==> src/rtl/op_resta_serial.sv <==
// op_resta_serial: bit-serial subtractor computing Res = A - B - Bin (mod 2^N),
// one bit per clock, LSB first, with unsigned borrow-out, signed overflow and
// zero flags.
//
// Ports:
//   clk   - system clock, rising edge active
//   rst_n - asynchronous active-low reset
//   start - request a new subtraction (accepted in IDLE or DONE)
//   A, B  - minuend / subtrahend, captured on accept
//   Bin   - borrow-in, captured on accept
//   Res   - result, valid from the done pulse until the next done pulse
//   Bout  - unsigned borrow-out (A < B + Bin)
//   v     - two's-complement overflow of A - B - Bin
//   z     - Res == 0
//   busy  - high while bits are being processed
//   done  - one-cycle pulse when Res/Bout/v/z update
module op_resta_serial #(
  parameter int unsigned N = 4
) (
  input  logic         clk,
  input  logic         rst_n,
  input  logic         start,
  input  logic [N-1:0] A,
  input  logic [N-1:0] B,
  input  logic         Bin,
  output logic [N-1:0] Res,
  output logic         Bout,
  output logic         v,
  output logic         z,
  output logic         busy,
  output logic         done
);

  localparam int unsigned CW = $clog2(N + 1);

  typedef enum logic [1:0] {
    IDLE = 2'd0,
    RUN  = 2'd1,
    DONE = 2'd2
  } state_t;

  state_t          state, state_n;
  logic            busy_d, done_d;

  logic [N-1:0]    a_sh, b_sh, d_sh;
  logic            br;
  logic [CW-1:0]   cnt;

  logic            accept;
  logic            last;
  logic            d_bit;
  logic            br_nx;
  logic [N-1:0]    res_nx;

  assign accept = start && (state != RUN);
  assign last   = (cnt == CW'(N - 1));

  // One-bit full subtractor on the current LSBs
  assign d_bit  = a_sh[0] ^ b_sh[0] ^ br;
  assign br_nx  = (~a_sh[0] & b_sh[0]) | (~(a_sh[0] ^ b_sh[0]) & br);
  assign res_nx = {d_bit, d_sh[N-1:1]};

  // State register, plus registered busy/done decoded from the next state
  always_ff @(posedge clk or negedge rst_n) begin
    if (!rst_n) begin
      state <= IDLE;
      busy  <= 1'b0;
      done  <= 1'b0;
    end else begin
      state <= state_n;
      busy  <= busy_d;
      done  <= done_d;
    end
  end

  // Next-state logic
  always_comb begin
    state_n = state;
    case (state)
      IDLE:    if (start) state_n = RUN;
      RUN:     if (last)  state_n = DONE;
      DONE:    state_n = start ? RUN : IDLE;
      default: state_n = IDLE;
    endcase
  end

  // Output decode (registered in the state process)
  always_comb begin
    busy_d = 1'b0;
    done_d = 1'b0;
    case (state_n)
      RUN:     busy_d = 1'b1;
      DONE:    done_d = 1'b1;
      default: ;
    endcase
  end

  // Datapath: operand shift registers, borrow, bit counter and result flags
  always_ff @(posedge clk or negedge rst_n) begin
    if (!rst_n) begin
      a_sh <= '0;
      b_sh <= '0;
      d_sh <= '0;
      br   <= 1'b0;
      cnt  <= '0;
      Res  <= '0;
      Bout <= 1'b0;
      v    <= 1'b0;
      z    <= 1'b0;
    end else if (accept) begin
      a_sh <= A;
      b_sh <= B;
      br   <= Bin;
      cnt  <= '0;
    end else if (state == RUN) begin
      a_sh <= a_sh >> 1;
      b_sh <= b_sh >> 1;
      d_sh <= res_nx;
      br   <= br_nx;
      // Counter stops at N after the last bit, so it never wraps
      cnt  <= cnt + CW'(1);
      if (last) begin
        Res  <= res_nx;
        Bout <= br_nx;
        // br here is the borrow into the MSB
        v    <= br ^ br_nx;
        z    <= (res_nx == '0);
      end
    end
  end

endmodule

==> config.mk <==
export PLATFORM = sky130hd
export DESIGN_NAME = op_resta_serial
export DESIGN_NICKNAME = d
export VERILOG_FILES = /design/src/rtl/op_resta_serial.sv
export SDC_FILE = /design/constraint.sdc
export NUM_CORES = 1
export LEC_CHECK = 0
export BUFFER_PORTS_ARGS = -buffer_cell sky130_fd_sc_hd__buf_2
export CAP_MARGIN = 10
export CORE_MARGIN = 4
export CORE_UTILIZATION = 58
export DETAILED_ROUTE_END_ITERATION = 7
export MAX_ROUTING_LAYER = met4
export PLACE_DENSITY = 0.88
export SYNTH_ARGS = -nofsm -noshare
export SYNTH_HDL_FRONTEND = slang
export SYNTH_SLANG_ARGS = --single-unit
==> constraint.sdc <==
create_clock -name clk -period 3.9 [get_ports clk]
set_input_delay 0.195 -clock clk [delete_from_list [all_inputs] [get_ports clk]]
set_output_delay 0.195 -clock clk [all_outputs]
set_load 0.02 [all_outputs]
* Yosys cells after proc, flatten, opt, wreduce, memory -nomap -nowiden
Index checks and enable logic that the tools add are counted.
** Operators by class
- Add/subtract/negate cells :: 1
- Muxes and demuxes :: 14
- Bitwise operators :: 9
- Eq/ne operators :: 6
- Reductions and logical operators :: 6
** Operator list (number)
- $mux 4 :: 4
- $mux 3 :: 2
- $pmux 2 s3 :: 1
- $mux 1 :: 5
- $eq 2x1->1 const B :: 2
- $eq 2x2->1 const B :: 2
- $logic_not 4->1 :: 1
- $mux 2 :: 2
- $add 3x1->3 const B :: 1
- $eq 3x2->1 const B :: 1
- $not 1->1 :: 3
- $reduce_and 3->1 :: 1
- $xor 1x1->1 :: 3
- $and 1x1->1 :: 2
- $logic_not 2->1 :: 1
- $ne 2x1->1 const B :: 1
- $reduce_and 2->1 :: 1
- $reduce_bool 2->1 :: 1
- $logic_and 1x1->1 :: 1
- $or 1x1->1 :: 1
** Word-level totals
- Input bits :: 12
- Logic and storage cells :: 48
- Register bits after elaboration :: 27

* Depth between registers and ports, before layout
Gate-level depths: netlist of the first run.
- Depth after elaboration :: 6
- Mapped depth :: 4

* Least setup slack after synthesis of the first run
OpenSTA, ideal clock, no wires.
- Kind :: reg-to-reg
- Start :: register cnt[0]
- End :: register Res[0]
- Stages on the path, launching flop included :: 5
- Slack :: 2.473 ns
- Required time :: 3.775 ns
- Clock period less this slack :: 1.427 ns
- Arrival :: 1.302 ns
- Cell sequence :: dfrtp_1 > ha_1 > ha_1 > nand3b_2 > mux2_2
** Between the ends
- Cells in the longest elaborated chain, start to end :: 2
** Ends and longest elaborated chain
- from (decl) :: RTL line 47 : logic [CW-1:0] cnt;
- from (signal assigned) :: RTL line 121 : cnt <= cnt + CW'(1);
- $eq 3x2->1 :: RTL line 56 : assign last = (cnt == CW'(N - 1));
- $reduce_and 3->1 (no source line)
- to (signal assigned) :: RTL line 123 : Res <= res_nx;
- to (decl) :: RTL line 26 : output logic [N-1:0] Res,
No other way between the ends.
A chain may end at the register's enable or synchronous reset.

* Worst setup path in the final report of the first run
- Start :: register cnt[0]
- End :: register v
** Between the ends
- Cells in the longest elaborated chain, start to end :: 2
** Ends and longest elaborated chain
- $eq 3x2->1 :: RTL line 56
- $reduce_and 3->1 (no source line)
- to (signal assigned) :: RTL line 126 : v <= br ^ br_nx;
- to (decl) :: RTL line 28 : output logic v,
No other way between the ends.

==> impl_metrics.tcl, run 1 <==
set metrics [dict create \
    hold_class "input pin to flop" \
    synth_top_family_by_area "multiplexers" \
    nNetsFinal 118 \
    grtUsageMet2_pct 27.3 \
    yosysSeqAreaShare_pct 54.7 \
    slowest_stage "dfrtp_1" \
    grt.busiest_layer "met2" \
    status "finished, final reports clean" \
    ys_seq_elements 26 \
    syn_to_final_growth_pct 10.4 \
    worst_setup_path_start_kind "flop" \
    path_delay_family "flip-flops" \
    max_slew_margin_pct 47.7 \
    critPathBufInv 0 \
    cts.hold.buffers_added 1 \
    track_usage_pct 17.2 \
    syn_inst 80 \
    cts_buffer_depth 2 \
    start_util_pct 60.7 \
    fin_crit_sh_pct 40.1 \
    fmax_ghz 0.640 \
    drc_errors 0 \
    die_h_um 53.3 \
    synthXorXnorAreaFrac_pct 0.736 \
    routed_wl_mm 1.96 \
    worstMarginPinSlew_ps 784 \
    grt_pass1_wl_mm 3.30 \
    core_area_um2 1960 \
    post_cts_resized 0 \
    cp_common_cell "ha_1" \
    tns_ps 0 \
    finalWorstSetupSlack_ps 2340 \
    synth_top_area_share_pct 54.7 \
    post-cts-setup-buffers 0 \
    finalHoldViolCount 0 \
    power_density_nw_per_um2 801 \
    path_cells "ha_1 -> ha_1 -> nand3b_2 -> mux2_2" \
    place_ws_ps 2350 \
    final_common_cell "dfrtp_1" \
    cts_buffers 3 \
    synth_mux_area_share_pct 29.2 \
    drt_iter0_markers 2 \
    synth.cell_area_um2 1190 \
    die_w_um 53.3 \
    drive_gt1_share_pct 45.5 \
    use_met1_pct 21.6 \
    synth_compound_area_share_pct 1.05 \
    io_buffers 20 \
    synth-adder-area-share_pct 3.79 \
    p_sw_uw 376 \
    ant_nets 0 \
    io_pins 21 \
    required_ps 4110 \
    yosys.area.top_type "dfrtp_1" \
    yosys_warnings 0 \
    syn-mean-instance-area_um2 14.9 \
    gp_congestion 0.742 \
    cp.arrival_ps 1770 \
    syn_nets 95 \
    crit_type "flop to flop" \
    swShare_pct 35.8 \
    grt_remaining_overflow 0 \
    pwr-share-comb_pct 45.5 \
    row_count 16 \
    pwr-share-clk_pct 10.4 \
    synthSimpleGateAreaFrac_pct 4.73 \
    grt_use_met3_pct 2.54 \
    max_stage_delay_ps 420 \
    detail_route.wl_per_cell_um 15.3 \
    root_buffer "clkbuf_4" \
    n_antenna_cell 0 \
    rsz0062_at_grt "false" \
    netlist_top_cells_area "dfrtp_1, mux2_2, mux2_4" \
    clkLatencyLatePin_ps 310 \
    final_cell_mix "dfrtp_1, buf_2, mux2_2" \
    vdd_drop_max_v 0.000397 \
    setup_viol 0 \
    vias 658 \
    dieArea_um2 2840 \
    cts_tree "yes" \
    grt_max_degree 27 \
    ys_types 16 \
    htree_levels 1 \
    cp_max_fo 9 \
    antenna_found_initial 0 \
    clk_pin_slew_ps 130 \
    hpwl_mm 1.36 \
    firstDrtPassIters 4 \
    drv_cap 0 \
    cts.sinks 26 \
    drv_slew 0 \
    layout_min_cycle_time_ps 1560 \
    intPower_uw 676 \
    p_seq_share_pct 44.1 \
    first_global_vias 718 \
    fin_skew_ps 5.94 \
    p_leak_nw 0.671 \
    endpoint_kind "flop" \
    via_per_inst 5.14 \
    utilization_pct 67.0 \
]
per-stage QoR:
stage / std cells / power, mW / area [um^2] / hold WS [ps]
6_report: 128 / 1.05 / 1310 / 136
5_1_grt: 128 / 1.13 / 1310 / 140
4_1_cts: 128 / 1.06 / 1310 / 133
3_5_place_dp: 124 / 0.952 / 1280 / 222
3_3_place_gp: 124 / 0.919 / 1280 / 213
2_1_floorplan: 80 / 0.859 / 1190 / -101
synth_stat cells:
cell type and instances:
inv_1 7, o22ai_1 2, buf_6 2, xnor2_1 1, nor2b_1 2, nor2_1 2
mux2i_1 7, nand3b_2 1, mux2_2 14, fa_1 1, mux2_4 8, dfrtp_1 26
nand2b_1 3, ha_1 2, buf_12 1, nor4_1 1
cells by family (layout without fill, tap and decap cells):
family | count (synthesis) | in the layout
mux | 29 | 29
flops | 26 | 26
buf+inv | 10 | 31
simple gates | 9 | 9
fa+ha+maj | 3 | 3
compound gates | 2 | 2
xor+xnor | 1 | 1
worst register-to-register path: cells and delay by family, from the launching register on:
| kind | cells | cell delay [ps] |
|---|---|---|
| adder cells (fa/ha/maj) | 2 | 420 |
| AND/OR/NAND/NOR | 1 | 240 |
| multiplexers | 1 | 380 |
| flip-flops | 1 | 420 |
power groups by stage:
stage | Combinational [mW] | Sequential, mW | Clock [mW]
global route | 0.526 | 0.481 | 0.123
detailed placement | 0.482 | 0.470 | 0
floorplan | 0.355 | 0.503 | 0
global placement | 0.457 | 0.462 | 0
finish | 0.479 | 0.464 | 0.109
CTS | 0.486 | 0.465 | 0.113
worst paths after layout:
path	to	cells past startpoint	startpoint	slack [ps]
setup / recovery	v$_DFFE_PN0P_	4	cnt[0]$_DFFE_PN0P_	2340
hold reg to reg	cnt[0]$_DFFE_PN0P_	1	cnt[0]$_DFFE_PN0P_	500
setup reg to reg	v$_DFFE_PN0P_	4	cnt[0]$_DFFE_PN0P_	2340
min in group asynchronous	a_sh[3]$_DFFE_PN0P_	2	rst_n	390
hold / removal	a_sh[3]$_DFFE_PN0P_	3	A[3]	140
max in group asynchronous	Bout$_DFFE_PN0P_	2	rst_n	3140
registers in the layout (all words and copies together) (netlist names):
register	count
Res	4
z	1
b_sh	4
state	2
cnt	3
Bout	1
done	1
br	1
busy	1
d_sh	3
a_sh	4
v	1
cell type report:
cell class / count / area [um^2]
sequential: 26 / 651
fill: 167 / 648
multi-input combinational: 44 / 470
timing repair buffer: 21 / 110
inverter: 7 / 26.3
clock buffer: 3 / 22.5
tap: 27 / 33.8
per-layer routing:
layer  part of all wire [%]  vias to the layer above  routed length (um)
li1                       -                      312                   -
met1                     44                      330                 857
met2                     51                       14                1010
met3                    4.2                        2                  82
met4                   0.51                        0                  10
met5                      0                        -                   0
(Power assumes the default switching activity.)
==> run 2, diff against run 1 <==
--- a/config.mk
+++ b/config.mk
@@ -8,10 +8,10 @@
 export BUFFER_PORTS_ARGS = -buffer_cell sky130_fd_sc_hd__buf_2
 export CAP_MARGIN = 10
 export CORE_MARGIN = 4
-export CORE_UTILIZATION = 58
+export CORE_UTILIZATION = 53
 export DETAILED_ROUTE_END_ITERATION = 7
 export MAX_ROUTING_LAYER = met4
-export PLACE_DENSITY = 0.88
+export PLACE_DENSITY = 0.82
 export SYNTH_ARGS = -nofsm -noshare
 export SYNTH_HDL_FRONTEND = slang
 export SYNTH_SLANG_ARGS = --single-unit
==> constraint.sdc (replaced) <==
create_clock -name clk -period 1.6 [get_ports clk]
set_input_delay 0.08 -clock clk [delete_from_list [all_inputs] [get_ports clk]]
set_output_delay 0.08 -clock clk [all_outputs]
set_load 0.02 [all_outputs]
==> impl_metrics.tcl, run 2 (synthesis gave the netlist of run 1 again) <==
set metrics [dict create \
    drc_errors 0 \
    post_dp_cell_area_um2 1300 \
    tns_ps 0 \
    worst_setup_path_start_kind "flop" \
    row_count 16 \
    max_slew_margin_pct 63.3 \
    required_ps 1820 \
    cts_buffers 3 \
    syn_to_final_growth_pct 14.9 \
    via_per_inst 5.04 \
    detail_route.wl_per_cell_um 13.6 \
    path_delay_family "adder cells" \
    nNetsFinal 120 \
    grt_remaining_overflow 0 \
    status "finished, final reports clean" \
    gp_congestion 0.735 \
    fin_crit_sh_pct 92.9 \
    crit_type "flop to flop" \
    clkLatencyLatePin_ps 320 \
    first_global_vias 683 \
    io_buffers 20 \
    final_cell_mix "dfrtp_1, buf_2, mux2_2" \
    critPathBufInv 0 \
    grt_pass1_wl_mm 3.26 \
    vias 660 \
    cp_common_cell "ha_1" \
    ant_nets 0 \
    antenna_found_initial 0 \
    placedCellCount 126 \
    firstDrtPassIters 4 \
    worstMarginPinSlew_ps 550 \
    design_area_um2 1370 \
    setup_viol 0 \
    start_util_pct 58.3 \
    endpoint_kind "flop" \
    hpwl_mm 1.29 \
    drv_slew 0 \
    rsz0062_at_grt "false" \
    final_common_cell "dfrtp_1" \
    routed_wl_mm 1.79 \
    vdd_drop_max_v 0.00121 \
    core_area_um2 2040 \
    slowest_stage "dfrtp_1" \
    fillers 158 \
    multiInputGateArea_um2 479 \
    cts_tree "yes" \
    io_pins 21 \
    finalHoldViolCount 0 \
    hold_slack_ps 18.8 \
    drt_iter0_markers 9 \
    hold_class "input pin to flop" \
    power_density_nw_per_um2 2020 \
    track_usage_pct 13.8 \
    die_h_um 55.4 \
    htree_levels 1 \
    root_buffer "clkbuf_4" \
    reg_top3 "Res (4), a_sh (4), b_sh (4)" \
    fmax_ghz 0.673 \
    grt_max_degree 27 \
    drive_gt1_share_pct 47.1 \
    finalNonFillerCells 131 \
    dieArea_um2 3070 \
    cts.sinks 26 \
    layout_min_cycle_time_ps 1490 \
    cp_max_fo 9 \
    die_w_um 55.4 \
    cts_buffer_depth 2 \
    max_stage_delay_ps 420 \
    n_antenna_cell 0 \
    drv_cap 0 \
    path_cells "ha_1 -> ha_1 -> nand3b_4 -> mux2_2" \
    fin_skew_ps 9.27 \
    p_leak_nw 0.709 \
    clk_pin_slew_ps 140 \
    cp.arrival_ps 1700 \
    seqCellArea_um2 651 \
]
run 2: cell types whose count changed in the layout (fill, tap and decap cells not counted), sizes merged:
| cell | previous run | this run |
|---|---|---|
| bufinv | 0 | 1 |
| buf | 20 | 22 |
run 2: final cells by class:
class                           count  share of cell area [%]
Timing Repair Buffer               23                    9.15
Inverter                            7                    1.92
Multi-Input combinational cell     44                    35.0
Clock buffer                        3                    1.65
Sequential cell                    26                    47.6
Clock inverter                      1                    2.20
Tap cell                           27                    2.47
run 2: final timing paths:
| path | startpoint | to | slack, ps | cells past startpoint |
|---|---|---|---|---|
| setup reg to reg | cnt[0]$_DFFE_PN0P_ | Res[3]$_DFFE_PN0P_ | 110 | 4 |
| setup / recovery | cnt[0]$_DFFE_PN0P_ | Res[3]$_DFFE_PN0P_ | 110 | 4 |
| hold / removal | B[3] | b_sh[3]$_DFFE_PN0P_ | 20 | 3 |
| min in group asynchronous | rst_n | cnt[0]$_DFFE_PN0P_ | 260 | 2 |
| hold reg to reg | cnt[0]$_DFFE_PN0P_ | cnt[0]$_DFFE_PN0P_ | 500 | 1 |
| max in group asynchronous | rst_n | b_sh[1]$_DFFE_PN0P_ | 970 | 2 |
run 2: stage by stage:
stage | setup slack, ps | power (mW) | utilization, %
6_report | 113 | 2.76 | 67.0
5_1_grt | 31.5 | 2.97 | 67.0
4_1_cts | 35.0 | 2.77 | 66.5
3_5_place_dp | 56.1 | 2.32 | 63.5
3_3_place_gp | 124 | 2.29 | 63.5
2_1_floorplan | 173 | 2.09 | -
run 2: worst min-delay path: stages:
cell and delay, ps:
buf_2 80, mux2i_1 60, nor2_1 80
run 2: power breakdown:
part	internal (mW)	total (mW)	switching, mW
combinational	0.645	1.19	0.542
sequential	0.949	1.13	0.184
clock	0.253	0.439	0.185
run 2: metal layers:
| layer | wire [um] | up-vias | share of wire, % | track usage [%] |
|---|---|---|---|---|
| met5 | 0 | - | 0 | - |
| met4 | 12 | 0 | 0.67 | 4.17 |
| met3 | 84 | 2 | 4.7 | 3.73 |
| met2 | 836 | 16 | 47 | 21.1 |
| met1 | 855 | 319 | 48 | 17.9 |
| li1 | - | 323 | - | - |
run 2: what timing repair did:
action | in CTS | in global routing
buffers inserted | 0 | 0
gates resized for setup | 0 | 1
endpoints found under the hold margin | 26 | 0
hold buffers | 1 | 0
endpoints found under the setup margin | 0 | 6
==> run 3, diff against run 2 <==
--- a/config.mk
+++ b/config.mk
@@ -8,10 +8,11 @@
 export BUFFER_PORTS_ARGS = -buffer_cell sky130_fd_sc_hd__buf_2
 export CAP_MARGIN = 10
 export CORE_MARGIN = 4
-export CORE_UTILIZATION = 53
+export CORE_UTILIZATION = 58
+export CTS_BUF_LIST = sky130_fd_sc_hd__clkbuf_16
 export DETAILED_ROUTE_END_ITERATION = 7
 export MAX_ROUTING_LAYER = met4
-export PLACE_DENSITY = 0.82
+export PLACE_DENSITY = 0.88
 export SYNTH_ARGS = -nofsm -noshare
 export SYNTH_HDL_FRONTEND = slang
 export SYNTH_SLANG_ARGS = --single-unit
==> constraint.sdc (replaced) <==
create_clock -name clk -period 1.87 [get_ports clk]
set_input_delay 0.0935 -clock clk [delete_from_list [all_inputs] [get_ports clk]]
set_output_delay 0.0935 -clock clk [all_outputs]
set_load 0.02 [all_outputs]
==> impl_metrics.tcl, run 3 (synthesis gave the netlist of run 1 again) <==
set metrics [dict create \
    dieArea_um2 2840 \
    max_slew_margin_pct 62.2 \
    drv_cap 0 \
    fmax_ghz 0.654 \
    cp.arrival_ps 1670 \
    worst_setup_path_start_kind "flop" \
    endpoint_kind "flop" \
    setup_viol 0 \
    worstHoldStart "A[3]" \
    ant_nets 0 \
    rsz0062_at_grt "false" \
    design_area_um2 1380 \
    p_leak_nw 0.704 \
    vias 671 \
    via_per_inst 5.16 \
    post_dp_cell_area_um2 1300 \
    rr_endpoint "v$_DFFE_PN0P_" \
    cts.sinks 26 \
    max_stage_delay_ps 390 \
    finalNonFillerCells 130 \
    reg_top3 "Res (4), a_sh (4), b_sh (4)" \
    firstDrtPassIters 1 \
    nNetsFinal 120 \
    cp_max_fo 9 \
    path_cells "ha_1 -> ha_1 -> nand3b_2 -> mux2_2" \
    slowest_stage "dfrtp_1" \
    start_util_pct 60.7 \
    final_cell_mix "dfrtp_1, buf_2, mux2_2" \
    layout_min_cycle_time_ps 1530 \
    track_usage_pct 16.9 \
    syn_to_final_growth_pct 16.1 \
    finalHoldViolCount 0 \
    routed_wl_mm 1.99 \
    io_buffers 20 \
    min_to "a_sh[3]$_DFFE_PN0P_" \
    min_path_cells 3 \
    core_area_um2 1960 \
    worstMarginPinSlew_ps 568 \
    htree_levels 1 \
    clk_pin_slew_ps 60 \
    root_buffer "clkbuf_16" \
    fin_skew_ps 1.70 \
    cts_tree "yes" \
    hpwl_mm 1.44 \
    vdd_drop_max_v 0.000901 \
    hold_slack_ps 99.5 \
    die_w_um 53.3 \
    grt_pass1_wl_mm 3.22 \
    fillers 143 \
    grt_remaining_overflow 0 \
    placedCellCount 126 \
    first_global_vias 723 \
    tns_ps 0 \
    r2r_start "cnt[0]$_DFFE_PN0P_" \
    final_common_cell "dfrtp_1" \
    antenna_found_initial 0 \
    cts_buffers 3 \
    multiInputGateArea_um2 470 \
    drv_slew 0 \
    power_density_nw_per_um2 1770 \
    grt_max_degree 27 \
    drc_errors 0 \
    cp_common_cell "ha_1" \
    io_pins 21 \
    drt_iter0_markers 0 \
    crit_type "flop to flop" \
    detail_route.wl_per_cell_um 15.3 \
    r2r_cells 4 \
    seqCellArea_um2 651 \
    clkLatencyLatePin_ps 250 \
    reg2reg_slack_ps 340 \
    required_ps 2010 \
    fin_crit_sh_pct 81.7 \
    row_count 16 \
    die_h_um 53.3 \
    n_antenna_cell 0 \
    drive_gt1_share_pct 46.6 \
    hold_class "input pin to flop" \
    gp_congestion 0.732 \
    cts_buffer_depth 2 \
    status "finished, final reports clean" \
]
-- run 3: final cells by class --
class                           count  area share (%)
Sequential cell                    26            47.1
Multi-Input combinational cell     44            34.1
Inverter                            7            1.90
Tap cell                           27            2.45
Timing Repair Buffer               23            9.06
Clock buffer                        3            5.43
-- run 3: worst max-delay path: cells and delay by family (launching register included) --
kind / cells / cell delay (ps)
fa+ha+maj: 2 / 410
mux: 1 / 380
flops: 1 / 390
simple gates: 1 / 230
-- run 3: through the flow --
stage / setup WS, ps / total power [mW] / util (%)
3_3_place_gp: 389 / 1.96 / 66.1
2_1_floorplan: 443 / 1.79 / -
6_report: 342 / 2.45 / 70.4
4_1_cts: 326 / 2.49 / 70.4
5_1_grt: 263 / 2.60 / 70.4
3_5_place_dp: 339 / 2.02 / 66.1
-- run 3: how the worst max path moves through the flow --
stage	start	end	cells past startpoint
2_1_floorplan	cnt[0]$_DFFE_PN0P_	Res[0]$_DFFE_PN0P_	4
3_3_place_gp	cnt[0]$_DFFE_PN0P_	Res[3]$_DFFE_PN0P_	4
3_5_place_dp	cnt[0]$_DFFE_PN0P_	v$_DFFE_PN0P_	4
4_1_cts	cnt[0]$_DFFE_PN0P_	v$_DFFE_PN0P_	4
5_1_grt	cnt[0]$_DFFE_PN0P_	v$_DFFE_PN0P_	4
6_report	cnt[0]$_DFFE_PN0P_	v$_DFFE_PN0P_	4
-- run 3: report_power, final --
| part | leakage, nW | switching (mW) | total (mW) | internal (mW) |
|---|---|---|---|---|
| Sequential | 0.318 | 0.159 | 0.975 | 0.816 |
| Combinational | 0.350 | 0.473 | 1.02 | 0.547 |
| Clock | 0.0370 | 0.174 | 0.457 | 0.283 |
| Total | 0.704 | 0.806 | 2.45 | 1.64 |
-- run 3: routing by layer --
layer | vias up | global-route usage, % | wire [um]
met1 | 335 | 21.0 | 927
met4 | 0 | 8.94 | 38
met5 | - | - | 0
met3 | 5 | 3.38 | 82
met2 | 17 | 25.9 | 939
li1 | 314 | - | -
-- run 3: what timing repair did --
action	in CTS	in global routing
hold buffers	1	0
hold endpoints to repair	26	0
buffers inserted	0	0
gates resized for setup	0	0
